File: src/rtl/cc_pkg.sv
// Shared encodings and helpers for the cc_tmr_counter block.
package cc_pkg;

    localparam int CC_MODE_WRAP = 0;
    localparam int CC_MODE_SAT  = 1;

    // Width of an index selecting one of n items; never narrower than one bit.
    function automatic int cc_idx_w(input int n);
        return (n > 1) ? $clog2(n) : 1;
    endfunction

endpackage

File: src/rtl/cc_tmr_voter.sv
// Bitwise 2-of-3 majority vote with a replica-disagreement flag.
module cc_tmr_voter #(
    parameter int WIDTH = 8
) (
    input  logic [WIDTH-1:0] a,
    input  logic [WIDTH-1:0] b,
    input  logic [WIDTH-1:0] c,
    output logic [WIDTH-1:0] v,
    output logic             mis
);

    assign v   = (a & b) | (a & c) | (b & c);
    assign mis = (a != b) || (b != c);

endmodule

File: src/rtl/cc_tmr_counter.sv
// N_CH up-counters with optional TMR replicas, majority vote and sticky error flags.
// Define CC_FAULT_INJ_EN to add the inj_* replica bit-flip ports.
module cc_tmr_counter
    import cc_pkg::*;
#(
    parameter int WIDTH    = 8,
    parameter int N_CH     = 4,
    parameter int SAT_MODE = CC_MODE_WRAP
) (
    input  logic                          clk,
    input  logic                          reset,
    input  logic [N_CH-1:0]               enable,
    input  logic [N_CH-1:0]               clear,
    input  logic                          fp,
    input  logic                          err_clr,
`ifdef CC_FAULT_INJ_EN
    input  logic                          inj_valid,
    input  logic [cc_idx_w(N_CH)-1:0]     inj_ch,
    input  logic [1:0]                    inj_rep,
    input  logic [cc_idx_w(WIDTH)-1:0]    inj_bit,
`endif
    output logic [N_CH*WIDTH-1:0]         out,
    output logic [N_CH-1:0]               tc,
    output logic [N_CH-1:0]               err_ch,
    output logic                          err
);

    localparam logic [WIDTH-1:0] MAX = '1;

    logic [N_CH-1:0][WIDTH-1:0] r0, r1, r2;
    logic [N_CH-1:0][WIDTH-1:0] r0_d, r1_d, r2_d, v, n;
    logic [N_CH-1:0]            mis, tc_d, sat_hit, sat_hit_d, err_ch_d;
    logic                       fp_q, resync, vote_on;

    // On the fp rising edge r1/r2 are stale, so r0 alone drives that cycle.
    assign resync  = fp & ~fp_q;
    assign vote_on = fp & ~fp_q;
    assign err_ch_d = (err_ch & ~{N_CH{err_clr}}) | mis;

    for (genvar i = 0; i < N_CH; i++) begin : g_ch
        logic [WIDTH-1:0] maj, m0, m1, m2;
        logic             vmis, hit;

        cc_tmr_voter #(.WIDTH(WIDTH)) u_vote (
            .a   (r0[i]),
            .b   (r1[i]),
            .c   (r2[i]),
            .v   (maj),
            .mis (vmis)
        );

        assign v[i]   = (fp && !resync) ? maj : r0[i];
        assign hit    = enable[i] && !clear[i] && (v[i] == MAX);
        assign n[i]   = clear[i]  ? '0 :
                        !enable[i] ? v[i] :
                        (SAT_MODE == CC_MODE_SAT && v[i] == MAX) ? MAX :
                        v[i] + WIDTH'(1);
        assign mis[i] = fp && !resync && vmis;

        // Saturate mode fires tc once per visit to MAX; sat_hit re-arms on leaving MAX.
        assign tc_d[i]      = hit && (SAT_MODE != CC_MODE_SAT || !sat_hit[i]);
        assign sat_hit_d[i] = (n[i] == MAX) && (sat_hit[i] || hit);

`ifdef CC_FAULT_INJ_EN
        logic [WIDTH-1:0] fm;
        assign fm = (inj_valid && inj_ch == cc_idx_w(N_CH)'(i)) ? (WIDTH'(1) << inj_bit) : '0;
        assign m0 = (inj_rep == 2'd0) ? fm : '0;
        assign m1 = (inj_rep == 2'd1) ? fm : '0;
        assign m2 = (inj_rep == 2'd2) ? fm : '0;
`else
        assign m0 = '0;
        assign m1 = '0;
        assign m2 = '0;
`endif

        // Flips land after the normal update so the next vote sees the upset.
        assign r0_d[i] = n[i] ^ m0;
        assign r1_d[i] = (fp ? n[i] : r1[i]) ^ m1;
        assign r2_d[i] = (fp ? n[i] : r2[i]) ^ m2;
    end

    always_ff @(posedge clk) begin
        if (reset) begin
            r0      <= '0;
            r1      <= '0;
            r2      <= '0;
            out     <= '0;
            tc      <= '0;
            sat_hit <= '0;
            err_ch  <= '0;
            err     <= 1'b0;
            fp_q    <= 1'b0;
        end else begin
            r0      <= r0_d;
            r1      <= r1_d;
            r2      <= r2_d;
            out     <= n;
            tc      <= tc_d;
            sat_hit <= sat_hit_d;
            err_ch  <= err_ch_d;
            err     <= |err_ch_d;
            fp_q    <= fp;
        end
    end

    logic unused_vote_on;
    assign unused_vote_on = vote_on;

endmodule
File: config.mk
export PLATFORM = sky130hd
export DESIGN_NAME = cc_tmr_counter
export DESIGN_NICKNAME = d
export VERILOG_FILES = /design/src/rtl/cc_pkg.sv /design/src/rtl/cc_tmr_voter.sv /design/src/rtl/cc_tmr_counter.sv
export SDC_FILE = /design/constraint.sdc
export NUM_CORES = 1
export LEC_CHECK = 0
export BUFFER_PORTS_ARGS = -buffer_cell sky130_fd_sc_hd__buf_2
export CORE_MARGIN = 5
export CORE_UTILIZATION = 58
export CTS_CLUSTER_DIAMETER = 60
export DETAILED_ROUTE_END_ITERATION = 8
export GPL_TIMING_DRIVEN = 0
export PLACE_DENSITY_LB_ADDON = 0.15
export SYNTH_ARGS = -nofsm -noshare
export SYNTH_HDL_FRONTEND = slang
export SYNTH_SLANG_ARGS = --single-unit
File: constraint.sdc
create_clock -name clk -period 2.9 [get_ports clk]
set_clock_uncertainty 0.15 [all_clocks]
set_input_delay 0.29 -clock clk [delete_from_list [all_inputs] [get_ports clk]]
set_output_delay 0.29 -clock clk [all_outputs]
set_load 0.05 [all_outputs]
# Word-level counts from Yosys, hierarchy flattened

Index checks and enable logic that the tools add are counted.

Register bits: 106
Output and inout port bits: 41
Logic and storage cells: 78
Bits of input ports: 12

Bitwise logic cells: 21
Muxes and demuxes: 13
Add/subtract/negate cells: 4
Reduce and logical (&&, ||, !) cells: 19
Eq/ne operators: 8

Operator list:

| cell                                        | count |
|---|---|
| two-way mux 8 bit                           | 12 |
| AND 8 bit                                   | 8 |
| bitwise OR 8 bit                            | 8 |
| adder 8 x 1 -> 8 bit, second input constant | 4 |
| == test 8 bit, second input constant        | 4 |
| two-way mux 32 bit                          | 1 |
| != test 8 bit                               | 4 |
| logical AND 1 bit                           | 13 |
| logical NOT 1 bit                           | 5 |
| AND 4 bit                                   | 1 |
| NOT 4 bit                                   | 1 |
| bitwise OR 4 bit                            | 1 |
| OR reduction 4 bit                          | 1 |
| AND 1 bit                                   | 1 |
| NOT 1 bit                                   | 1 |

# Depth between registers and ports, before layout

Word-level depth: 9
Depth in mapped cells: 13
Gate-level depth less buffers: 9

# Cells and area by module

A second synthesis with hierarchy kept.

Cell total of the unflattened synthesis: 509
Area total of the unflattened synthesis: 4,688.2 um2

Modules (own cells, without submodules):

| module         | cells each | area an instance (um2) | instances |
|---|---|---|---|
| cc_tmr_counter | 393        | 3,482.1                | 1 |
| cc_tmr_voter   | 29         | 301.5                  | 4 |

# Worst setup path before layout

Ideal clock, no wire load.

Kind: input to register
From: input fp
To: register r2[30] in the netlist's numbering
Slack: 0.268 ns
Setup time: 0.128 ns
Path buffers: 4
Cell stages on the path: 13
Arrival: 2.354 ns
Cells stage by stage: buf_4 nand2_4 buf_6 buf_2 buf_6 mux2i_1 inv_1 ha_1 nand2_1 o21bai_1 or4_1 a32oi_1 nor2_1

Word-level cells in the longest chain between the ends: 7

RTL lines:

| item                   | RTL line             | RTL |
|---|---|---|
| start: declaration     | cc_tmr_counter.sv:14 | `input logic fp,` |
| AND 1 bit              | --                   |  |
| logical NOT 1 bit      | cc_tmr_counter.sv:52 | `assign v[i] = (fp && !resync) ? maj : r0[i];` |
| logical AND 1 bit      | cc_tmr_counter.sv:52 |  |
| two-way mux 8 bit      | cc_tmr_counter.sv:52 |  |
| adder 8 x 1 -> 8 bit   | cc_tmr_counter.sv:57 | `v[i] + WIDTH'(1);` |
| two-way mux 8 bit      | cc_tmr_counter.sv:55 | `!enable[i] ? v[i] :` |
| two-way mux 8 bit      | cc_tmr_counter.sv:54 | `assign n[i] = clear[i] ? '0 :` |
| end signal: assignment | cc_tmr_counter.sv:96 | `r2 <= r2_d;` |
| end: declaration       | cc_tmr_counter.sv:30 | `logic [N_CH-1:0][WIDTH-1:0] r0, r1, r2;` |

Parallel ways exist; a longest one is shown, timed or not.
A chain may end at the register's enable or synchronous reset.

# Final worst setup path

From: register fp_q
To: register r2[30] in the netlist's numbering

Word-level cells in the longest chain between the ends: 8

RTL lines:

| item                     | RTL line              | RTL |
|---|---|---|
| start: declaration       | cc_tmr_counter.sv:33  | `logic fp_q, resync, vote_on;` |
| start signal: assignment | cc_tmr_counter.sv:102 | `fp_q <= fp;` |
| NOT 1 bit (*)            | --                    |  |
| AND 1 bit (*)            | --                    |  |
| logical NOT 1 bit (*)    | cc_tmr_counter.sv:52  |  |
| logical AND 1 bit (*)    | cc_tmr_counter.sv:52  |  |
| two-way mux 8 bit (*)    | cc_tmr_counter.sv:52  |  |
| adder 8 x 1 -> 8 bit     | cc_tmr_counter.sv:57  |  |
| two-way mux 8 bit (*)    | cc_tmr_counter.sv:55  |  |
| two-way mux 8 bit (*)    | cc_tmr_counter.sv:54  |  |

Every way passes the cells marked *; elsewhere a longest branch is shown, timed or not.

==> impl_metrics.env <==
export IMPL_leakage_nw=2.13
export IMPL_synthXorXnorAreaFrac_pct=9.81
export IMPL_globalRouteTotalUtil_pct=25.2
export IMPL_r2r_start="fp_q"
export IMPL_synth_async_reset_ratio_pct=0
export IMPL_r2r_slack_ns=0.21
export IMPL_fillCellCount=580
export IMPL_power_density_nw_per_um2=459
export IMPL_clk_pin_slew_ns=0.08
export IMPL_synthMuxAreaShare_pct=6.63
export IMPL_hold_slack_ns=0.0328
export IMPL_die_area_um2=8520
export IMPL_max_slew_margin_rel_pct=46.2
export IMPL_port_buffers=51
export IMPL_die_w_um=92.3
export IMPL_dpl_hpwl_um=7500
export IMPL_post_route_period_util_pct=92.9
export IMPL_start_kind="register"
export IMPL_cp_max_fo=19
export IMPL_vias_per_cell=6.16
export IMPL_synth_compound_area_share_pct=14.4
export IMPL_cts_buffers=9
export IMPL_synth_ff_type="dfxtp_1"
export IMPL_row_count=30
export IMPL_fin_tns_setup_ns=0
export IMPL_endpoint="r2[30]"
export IMPL_synth_nets=456
export IMPL_die_h_um=92.3
export IMPL_synth_edff_count=0
export IMPL_synthDistinctLibCells=57
export IMPL_ctsRootBufferMaster="clkbuf_8"
export IMPL_endpoint_kind="register"
export IMPL_synth_area_um2=3930
export IMPL_setup_violations=0
export IMPL_max_freq_mhz=371
export IMPL_yosys_warnings=0
export IMPL_cts_max_level=3
export IMPL_ir_drop_uv=242
export IMPL_antenna_found_initial=0
export IMPL_critPathKind="reg -> reg"
export IMPL_postSynthCellCount=440
export IMPL_diodes=0
export IMPL_synth_top_family_by_area="simple AND/OR/NAND/NOR gates"
export IMPL_max_cap_viol_count=0
export IMPL_globalplace_congestion=0.897
export IMPL_hold_viol_final=0
export IMPL_grt_pass1_vias=3375
export IMPL_yosys_area_top_type_share_pct=37.7
export IMPL_worstMarginPinSlew_ns=0.804
export IMPL_area_growth_pct=14.1
export IMPL_ctsResizeCount=0
export IMPL_yosys_area_share_adder_pct=1.27
export IMPL_remaining_drc_errors=0
export IMPL_crit_start="fp_q"
export IMPL_multi_input_area_um2=2260
export IMPL_wirelength_um=10500
export IMPL_grt_pass1_wl_um=17000
export IMPL_min_path_type="in -> reg"
export IMPL_first_pass_iters=5
export IMPL_start_util_pct=58.8
export IMPL_ios=53
export IMPL_antenna_left=0
export IMPL_synth_simple_area_share_pct=25.5
export IMPL_rr_endpoint="r2[30]"
export IMPL_clk_latency_ns=0.34
export IMPL_grt_max_degree=20
export IMPL_finalNetCount=517
export IMPL_synthTopCellsByArea="dfxtp_1 (38%), xor2_1 (8.5%), mux2i_1 (6.6%)"
export IMPL_cp_arrival_ns=2.75
export IMPL_ff2ff_path_depth=11
export IMPL_via_count=3603
export IMPL_critPathRequiredTime_ns=2.96
export IMPL_rsz0062_at_grt="no"
export IMPL_ys_seq_area_share_pct=37.7
export IMPL_avgRoutedWirePerCell_um=17.9
export IMPL_drt_iter0_drc=134
export IMPL_maxSlewViolCount=0
export IMPL_grt_ovfl_total=0
export IMPL_regArea_um2=1480
export IMPL_holdBufCountCts=0
export IMPL_drive_gt1_share_pct=20.4
export IMPL_syn_avg_cell_area_um2=8.93
export IMPL_status="complete, no violations"
export IMPL_clock_sinks=74
export IMPL_min_period_ns=2.69
export IMPL_clockBufferDepth=2
export IMPL_yosysTopAreaCell="dfxtp_1"
export IMPL_cts_tree="yes"
export IMPL_core_um2=6680
export IMPL_post_cts_setup_buffers=0
export IMPL_ys_ff_latch=74
-- layout make-up --
type | count | share of cell area, %
Multi-Input combinational cell | 331 | 50.5
Sequential cell | 74 | 33.1
Timing Repair Buffer | 51 | 5.70
Clock buffer | 13 | 3.77
Buffer | 20 | 2.79
Tap cell | 80 | 2.23
Inverter | 14 | 1.17
Clock inverter | 2 | 0.782
-- sequential cells by signal, indices dropped and copies added (netlist names) --
signal / count
err_ch: 4
out: 32
err: 1
r2: 32
fp_q: 1
tc: 4
-- cell usage after synthesis (all sizes together), types with 2 or more instances --
cell and instances:
dfxtp 74, nor2b 8, a32oi 4, a21bo 3
and3 2, nor3 13, o31ai 14, nand3b 4
nor2 28, nand4 4, ha 4, xnor2 6
nor3b 5, or4 7, xor2 38, a21boi 2
nand3 17, or3 7, mux2i 26, o21a 3
a31oi 8, inv 13, a21o 6, clkbuf 8
o21ai 14, and4 7, and2 4, or2 5
and3b 8, nor4 12, a21oi 17, a22oi 8
nand2 39, buf 13
-- worst min-delay path by stage --
stage	startpoint	endpoint	slack (ns)	depth (start not counted)
after global placement	r2[23]	r2[23]	0.32	2
after floorplan	clear[2]	out[17]	0.22	1
final	clear[3]	out[25]	0.03	2
after global routing	clear[3]	out[25]	0.03	2
after detailed placement	r2[23]	r2[23]	0.33	2
after CTS	clear[3]	out[25]	0.02	2
-- cells in the final DEF, fill, tap and decap left out, drive strengths merged, types with 3 or more instances in the layout --
| master | instances |
|---|---|
| dfxtp | 74 |
| buf | 63 |
| nand2 | 39 |
| xor2 | 38 |
| nor2 | 28 |
| mux2i | 26 |
| clkbuf | 21 |
| a21oi | 17 |
| nand3 | 17 |
| o21ai | 14 |
| o31ai | 14 |
| inv | 13 |
| nor3 | 13 |
| nor4 | 12 |
| a31oi | 8 |
| a22oi | 8 |
| nor2b | 8 |
| and3b | 8 |
| or3 | 7 |
| and4 | 7 |
| or4 | 7 |
| xnor2 | 6 |
| a21o | 6 |
| or2 | 5 |
| nor3b | 5 |
| nand4 | 4 |
| a32oi | 4 |
| nand3b | 4 |
| ha | 4 |
| and2 | 4 |
| a21bo | 3 |
| o21a | 3 |
-- per-layer routing --
metal  routed length, µm  track usage, %  vias to the layer above
li1                    -               -                     1707
met1                4640            33.7                     1736
met2                5010            41.2                      141
met3                 619            3.41                       19
met4                 197            10.4                        0
met5                   0               0                        -
-- logic make-up after synthesis --
| group | after synthesis |
|---|---|
| flip-flops | 74 |
| AND/OR/NAND/NOR | 173 |
| buffers and inverters | 35 |
| AO/OA/AOI/OAI | 84 |
| multiplexers | 26 |
| adder cells (fa/ha/maj) | 4 |
| XOR/XNOR | 44 |
-- through the flow --
stage               power (mW)  worst slack, ns  area (µm²)  utilization [%]  cells
finish                    2.06            0.206        4480             67.1    585
global route              2.13           0.0507        4480             67.1    585
CTS                       2.07            0.213        4480             67.1    585
detailed placement        1.25           -0.333        4280             64.1    571
global placement          1.25           -0.264        4280             64.1    571
floorplan                 1.18            0.268        3930                -    440
-- critical path, cell delays in order (launching register included) --
cell	delay [ns]
dfxtp_1	0.35
nand2_4	0.13
buf_6	0.26
buf_6	0.22
mux2i_1	0.11
inv_1	0.07
ha_1	0.18
nand2_1	0.09
o21bai_1	0.21
or4_1	0.52
a32oi_1	0.21
nor2_1	0.05
-- power breakdown --
| group | internal, mW | switching, mW |
|---|---|---|
| Clock | 0.463 | 0.368 |
| Sequential | 1.03 | 0.0101 |
| Combinational | 0.0574 | 0.133 |
| Total | 1.55 | 0.511 |
Note: power is estimated with default switching activity, not from simulation.
